### src/rtl/instr_fetch_if.sv
// Fetch-stage bundle: controller/PC side (master) and instr_fetch (slave).
interface instr_fetch_if #(
    parameter int WIDTH  = 16,
    parameter int ADDR_W = 5
);
    logic [WIDTH-1:0]  pc;
    logic              jump_flag;
    logic              load_start;
    logic              load_done;
    logic              prog_we;
    logic [ADDR_W-1:0] prog_addr;
    logic [WIDTH-1:0]  prog_data;
    logic              pc_reset_out;
    logic [WIDTH-1:0]  instr;
    logic [WIDTH-1:0]  instr_pc;
    logic              instr_valid;
    logic              halted;
    logic              fetch_fault;

    modport master (
        output pc, jump_flag, load_start, load_done, prog_we, prog_addr, prog_data,
        input  pc_reset_out, instr, instr_pc, instr_valid, halted, fetch_fault
    );

    modport slave (
        input  pc, jump_flag, load_start, load_done, prog_we, prog_addr, prog_data,
        output pc_reset_out, instr, instr_pc, instr_valid, halted, fetch_fault
    );
endinterface

### src/rtl/instr_fetch.sv
// Instruction fetch with loadable program memory; LOAD/RUN/HALT sequencing parks the PC.
// Latency: pc to instr is 1 cycle; no backpressure, decode takes one instruction per cycle.
module instr_fetch #(
    parameter int               WIDTH     = 16,
    parameter int               DEPTH     = 28,
    parameter int               ADDR_W    = 5,
    parameter int               LAST_ADDR = 27,
    parameter logic [WIDTH-1:0] NOP       = '0
) (
    input  logic          clk,
    input  logic          fetch_reset,
    instr_fetch_if.slave  bus
);
    typedef enum logic [1:0] {S_LOAD, S_RUN, S_HALT} state_t;

    localparam logic [WIDTH-1:0] DEPTH_PC  = WIDTH'(DEPTH);
    localparam logic [WIDTH-1:0] LAST_PC   = WIDTH'(LAST_ADDR);
    localparam logic [ADDR_W:0]  DEPTH_WR  = (ADDR_W+1)'(DEPTH);

    state_t           state;
    logic             pc_reset_q;
    logic [WIDTH-1:0] instr_q;
    logic [WIDTH-1:0] instr_pc_q;
    logic             instr_valid_q;
    logic             halted_q;
    logic             fault_q;

    logic [WIDTH-1:0] mem [DEPTH];
    logic             wr_en;

    // Program memory keeps its contents across reset.
    assign wr_en = (state == S_LOAD) && bus.prog_we && ({1'b0, bus.prog_addr} < DEPTH_WR);

    always_ff @(posedge clk) begin
        if (wr_en) begin
            mem[bus.prog_addr] <= bus.prog_data;
        end
    end

    always_ff @(posedge clk or posedge fetch_reset) begin
        if (fetch_reset) begin
            state         <= S_LOAD;
            pc_reset_q    <= 1'b1;
            instr_q       <= NOP;
            instr_pc_q    <= '0;
            instr_valid_q <= 1'b0;
            halted_q      <= 1'b0;
            fault_q       <= 1'b0;
        end else begin
            case (state)
                S_LOAD: begin
                    instr_valid_q <= 1'b0;
                    instr_q       <= NOP;
                    if (bus.load_done) begin
                        state      <= S_RUN;
                        pc_reset_q <= 1'b0;
                    end
                end
                S_RUN: begin
                    if (bus.load_start) begin
                        state         <= S_LOAD;
                        pc_reset_q    <= 1'b1;
                        instr_valid_q <= 1'b0;
                        instr_q       <= NOP;
                        fault_q       <= 1'b0;
                    end else if (bus.jump_flag) begin
                        // PC is loading its target this edge; current pc is wrong-path.
                        instr_valid_q <= 1'b0;
                        instr_q       <= NOP;
                    end else if (bus.pc >= DEPTH_PC) begin
                        instr_valid_q <= 1'b0;
                        instr_q       <= NOP;
                        fault_q       <= 1'b1;
                    end else begin
                        instr_q       <= mem[bus.pc[ADDR_W-1:0]];
                        instr_pc_q    <= bus.pc;
                        instr_valid_q <= 1'b1;
                        if (bus.pc == LAST_PC) begin
                            state      <= S_HALT;
                            pc_reset_q <= 1'b1;
                            halted_q   <= 1'b1;
                        end
                    end
                end
                S_HALT: begin
                    instr_valid_q <= 1'b0;
                    instr_q       <= NOP;
                    if (bus.load_start) begin
                        state      <= S_LOAD;
                        pc_reset_q <= 1'b1;
                        halted_q   <= 1'b0;
                        fault_q    <= 1'b0;
                    end
                end
                default: begin
                    state         <= S_LOAD;
                    pc_reset_q    <= 1'b1;
                    instr_valid_q <= 1'b0;
                    instr_q       <= NOP;
                    halted_q      <= 1'b0;
                    fault_q       <= 1'b0;
                end
            endcase
        end
    end

    assign bus.pc_reset_out = pc_reset_q;
    assign bus.instr        = instr_q;
    assign bus.instr_pc     = instr_pc_q;
    assign bus.instr_valid  = instr_valid_q;
    assign bus.halted       = halted_q;
    assign bus.fetch_fault  = fault_q;
endmodule

### src/flat_wrapper.sv
// flat-port wrapper written by rule: the top's interface ports become plain ports
module instr_fetch_flat 
#(
    parameter int               WIDTH     = 16,
    parameter int               DEPTH     = 28,
    parameter int               ADDR_W    = 5,
    parameter int               LAST_ADDR = 27,
    parameter logic [WIDTH-1:0] NOP       = '0
)
  (clk, fetch_reset, bus_pc, bus_jump_flag, bus_load_start, bus_load_done, bus_prog_we, bus_prog_addr, bus_prog_data, bus_pc_reset_out, bus_instr, bus_instr_pc, bus_instr_valid, bus_halted, bus_fetch_fault);
  instr_fetch_if #(.WIDTH(WIDTH), .ADDR_W(ADDR_W)) bus_i ();
  input  logic clk;
  input  logic fetch_reset;
  input wire logic [$bits(bus_i.pc)-1:0] bus_pc;
  input wire logic [$bits(bus_i.jump_flag)-1:0] bus_jump_flag;
  input wire logic [$bits(bus_i.load_start)-1:0] bus_load_start;
  input wire logic [$bits(bus_i.load_done)-1:0] bus_load_done;
  input wire logic [$bits(bus_i.prog_we)-1:0] bus_prog_we;
  input wire logic [$bits(bus_i.prog_addr)-1:0] bus_prog_addr;
  input wire logic [$bits(bus_i.prog_data)-1:0] bus_prog_data;
  output wire logic [$bits(bus_i.pc_reset_out)-1:0] bus_pc_reset_out;
  output wire logic [$bits(bus_i.instr)-1:0] bus_instr;
  output wire logic [$bits(bus_i.instr_pc)-1:0] bus_instr_pc;
  output wire logic [$bits(bus_i.instr_valid)-1:0] bus_instr_valid;
  output wire logic [$bits(bus_i.halted)-1:0] bus_halted;
  output wire logic [$bits(bus_i.fetch_fault)-1:0] bus_fetch_fault;
  assign bus_i.pc = bus_pc;
  assign bus_i.jump_flag = bus_jump_flag;
  assign bus_i.load_start = bus_load_start;
  assign bus_i.load_done = bus_load_done;
  assign bus_i.prog_we = bus_prog_we;
  assign bus_i.prog_addr = bus_prog_addr;
  assign bus_i.prog_data = bus_prog_data;
  assign bus_pc_reset_out = bus_i.pc_reset_out;
  assign bus_instr = bus_i.instr;
  assign bus_instr_pc = bus_i.instr_pc;
  assign bus_instr_valid = bus_i.instr_valid;
  assign bus_halted = bus_i.halted;
  assign bus_fetch_fault = bus_i.fetch_fault;
  instr_fetch #(.WIDTH(WIDTH), .DEPTH(DEPTH), .ADDR_W(ADDR_W), .LAST_ADDR(LAST_ADDR), .NOP(NOP)) u_core (.clk(clk), .fetch_reset(fetch_reset), .bus(bus_i));
endmodule
### config.mk
export PLATFORM = sky130hd
export DESIGN_NAME = instr_fetch_flat
export DESIGN_NICKNAME = d
export VERILOG_FILES = /design/src/rtl/instr_fetch_if.sv /design/src/rtl/instr_fetch.sv /design/src/flat_wrapper.sv
export SDC_FILE = /design/constraint.sdc
export NUM_CORES = 1
export LEC_CHECK = 0
export CORE_MARGIN = 1.5
export CORE_UTILIZATION = 68
export CTS_CLUSTER_SIZE = 20
export DETAILED_ROUTE_END_ITERATION = 6
export DONT_BUFFER_PORTS = 1
export GPL_ROUTABILITY_DRIVEN = 0
export GPL_TIMING_DRIVEN = 0
export PLACE_DENSITY = 0.84
export SLEW_MARGIN = 20
export SYNTH_ARGS = -nofsm -noshare
export SYNTH_HDL_FRONTEND = slang
export SYNTH_SLANG_ARGS = --single-unit
### constraint.sdc
create_clock -name clk -period 3.6 [get_ports clk]
set_input_delay 0.72 -clock clk [delete_from_list [all_inputs] [get_ports clk]]
set_output_delay 0.72 -clock clk [all_outputs]
set_load 0.01 [all_outputs]
==> impl_metrics.ini <==
[outcome]
status = finished clean

[clocking]
clock_latency_ns = 0.56
cts_root_buf = clkbuf_16
htree_levels = 2
clk_pin_slew_ns = 0.06
holdBufCountCts = 0
cts_buffers = 47
cts_tree = done
cts_setup_buffers = 0
clkSinkCount = 486
cts.path.max_buffers = 3
cts_resized = 0

[floorplan]
coreArea_um2 = 27000
die_h_um = 169
die_x_um = 169
rows = 60
start_util = 0.693
ios = 79
die-area_um2 = 28500

[critical_path]
path_max_fanout = 10
crit_required_ns = 3.85
r2r_slack_ns = 0.55
cp.arrival_ns = 3.30
worst_setup_path_start_kind = flip-flop
cp-end-kind = flip-flop
r2r_cells = 5
worstSetupPathType = reg -> reg
r2r-end = u_core.mem[8][6]$_DFFE_PP_
r2r_start = u_core.state[1]$_DFFE_PP0P_

[global_route]
grt_pass1_vias = 9734
grtUsageMet1 = 0.430
grt_pass1_wl_mm = 64.3
met3_usage = 0.0722
grt_start_max_net_pins = 29
grt_usage = 0.323
grt-ovfl-total = 0
use_met2 = 0.533
antenna_found_initial = 2
gr-max-usage-layer = met2

[synth]
synthFlopType = edfxtp_1
synth_fp_nets = 906
ys_async_sr_fraction = 0.0782
synth_cell_types = 49
synth_area_per_cell_um2 = 21.7
netlist_area_um2 = 18700
synth_edf_count = 448
synth-seq-cells = 486
postSynthCellCount = 863
yosysWarnings = 0
seq_area_frac_synth = 0.769

[layout]
num_antenna_cells = 0
multi_input_area_um2 = 4060
area_growth_pct = 12.5
drive_gt1_frac = 0.239
register_area_um2 = 14400
final_common_cell = edfxtp_1
final_cell_mix = edfxtp_1, mux4_2, clkbuf_16
stdcell_count = 1317
nets = 982
fillerInstances = 1279
fin_util = 0.780

[run]
maxCapViolations = 0

[sta]
fmax_mhz = 328
fin_tns_setup_ns = 0
setup_ws_ns = 0.551
rsz0062_at_grt = false
timing.slew.headroom = 0.305
hold_violations = 0
maxSlewViolCount = 0
tightest_slew_ns = 1.03
clock_skew_ns = 0.0183
period_minus_slack_ns = 3.05
fin_crit_sh = 0.847
setup_viol = 0

[route]
vias_per_cell = 7.25
ant_nets = 0
drt_iter0_drc = 1341
finalWirelength_mm = 44.3
route.detailed.drc = 0
routedWlPerCell_um = 33.6
vias = 9552
first_pass_iters = 5

[placement]
portBuffers = 0
hpwl_mm = 26.9
dp_slack_ns = 0.309
placed_cells = 1231

[pwr]
ir_drop_v = 0.000626
p_per_area_nw_per_um2 = 540
power_leakage_nw = 7.01
totalPowerFinal_w = 0.0114

[hold_path]
hold_class = in -> async
## layer usage
| layer | part of all wire | routed length [um] | vias up |
|---|---|---|---|
| met5 | 0.00029 | 13 | - |
| met4 | 0.036 | 1580 | 2 |
| met3 | 0.11 | 4970 | 130 |
| met2 | 0.50 | 22100 | 768 |
| met1 | 0.35 | 15700 | 4862 |
| li1 | - | - | 3790 |
## power breakdown
group / switching (W) / internal (W)
clock: 0.00205 / 0.00265
combinational: 0.000263 / 0.000191
sequential: 0.0000162 / 0.00620
total: 0.00232 / 0.00905
## metrics by stage
stage               hold WS (ns)  instance area [um2]
finish                    0.0902                21100
global route               0.123                21100
CTS                       0.0886                21100
detailed placement         0.546                19600
global placement           0.540                19200
floorplan                  0.524                18700
## worst max-delay path, cell delays in order, from the launching register on
cell and delay, ns:
dfrtp_1 0.36, clkbuf_1 0.20, nor4b_1 0.92, nand2_1 0.42, nor2_2 0.59, buf_6 0.25
## cells by family after synthesis
family                 after synthesis  synth area share
buffers and inverters               52            0.0182
AO/OA/AOI/OAI                       86            0.0351
multiplexers                       127             0.147
flip-flops                         486             0.769
AND/OR/NAND/NOR                    112            0.0305
## layout make-up
type                            count  share of cell area
Clock buffer                       68              0.0634
Timing Repair Buffer               27              0.0182
Buffer                             47              0.0153
Tap cell                          341              0.0202
Multi-Input combinational cell    325               0.193
Clock inverter                     18             0.00570
Inverter                            5            0.000890
Sequential cell                   486               0.683
## synth_stat cells (2+ instances only)
master	n	area (um2)
a22oi_1	2	15.0
o211a_1	3	30.0
nand4_1	2	12.5
nand2_1	13	48.8
mux2i_1	14	140
a22o_1	19	166
nor3_1	9	45.0
mux2_2	7	78.8
inv_1	5	18.8
a2111oi_1	2	20.0
buf_1	3	11.3
nor2_1	36	135
or2_2	4	25.0
o22ai_1	15	93.8
mux4_1	39	1020
buf_6	11	124
buf_2	16	80.1
nor2b_1	17	106
clkbuf_1	12	45.0
edfxtp_1	448	13500
o21ai_0	2	10.0
dfrtp_1	37	926
o221ai_1	4	35.0
a2111oi_0	9	78.8
mux4_2	67	1510
a211oi_1	10	75.1
a21oi_1	13	65.1
nand2b_1	5	31.3
buf_8	2	30.0
nor4_1	2	12.5
and2_1	13	81.3
nand3_1	5	25.0
## worst max path at each step
stage	startpoint	endpoint	slack, ns	depth (start not counted)
floorplan	bus_prog_addr[2]	u_core.mem[24][0]$_DFFE_PP_	1.11	3
global placement	bus_prog_addr[2]	u_core.mem[10][9]$_DFFE_PP_	-0.04	3
detailed placement	bus_pc[1]	u_core.bus.instr[10]$_DFF_PP0_	0.31	6
CTS	u_core.state[1]$_DFFE_PP0P_	u_core.mem[8][13]$_DFFE_PP_	0.68	5
global route	u_core.state[1]$_DFFE_PP0P_	u_core.mem[9][13]$_DFFE_PP_	0.50	5
finish	u_core.state[1]$_DFFE_PP0P_	u_core.mem[8][6]$_DFFE_PP_	0.55	5
## flip-flops by register name (all words and copies together), names as in the netlist
signal,count
u_core.mem,448
u_core.bus.instr_valid,1
u_core.state,2
u_core.bus.instr_pc,16
u_core.bus.pc_reset_out,1
u_core.bus.instr,16
u_core.bus.halted,1
u_core.bus.fetch_fault,1
No activity file was read; power rests on OpenSTA's default activity.
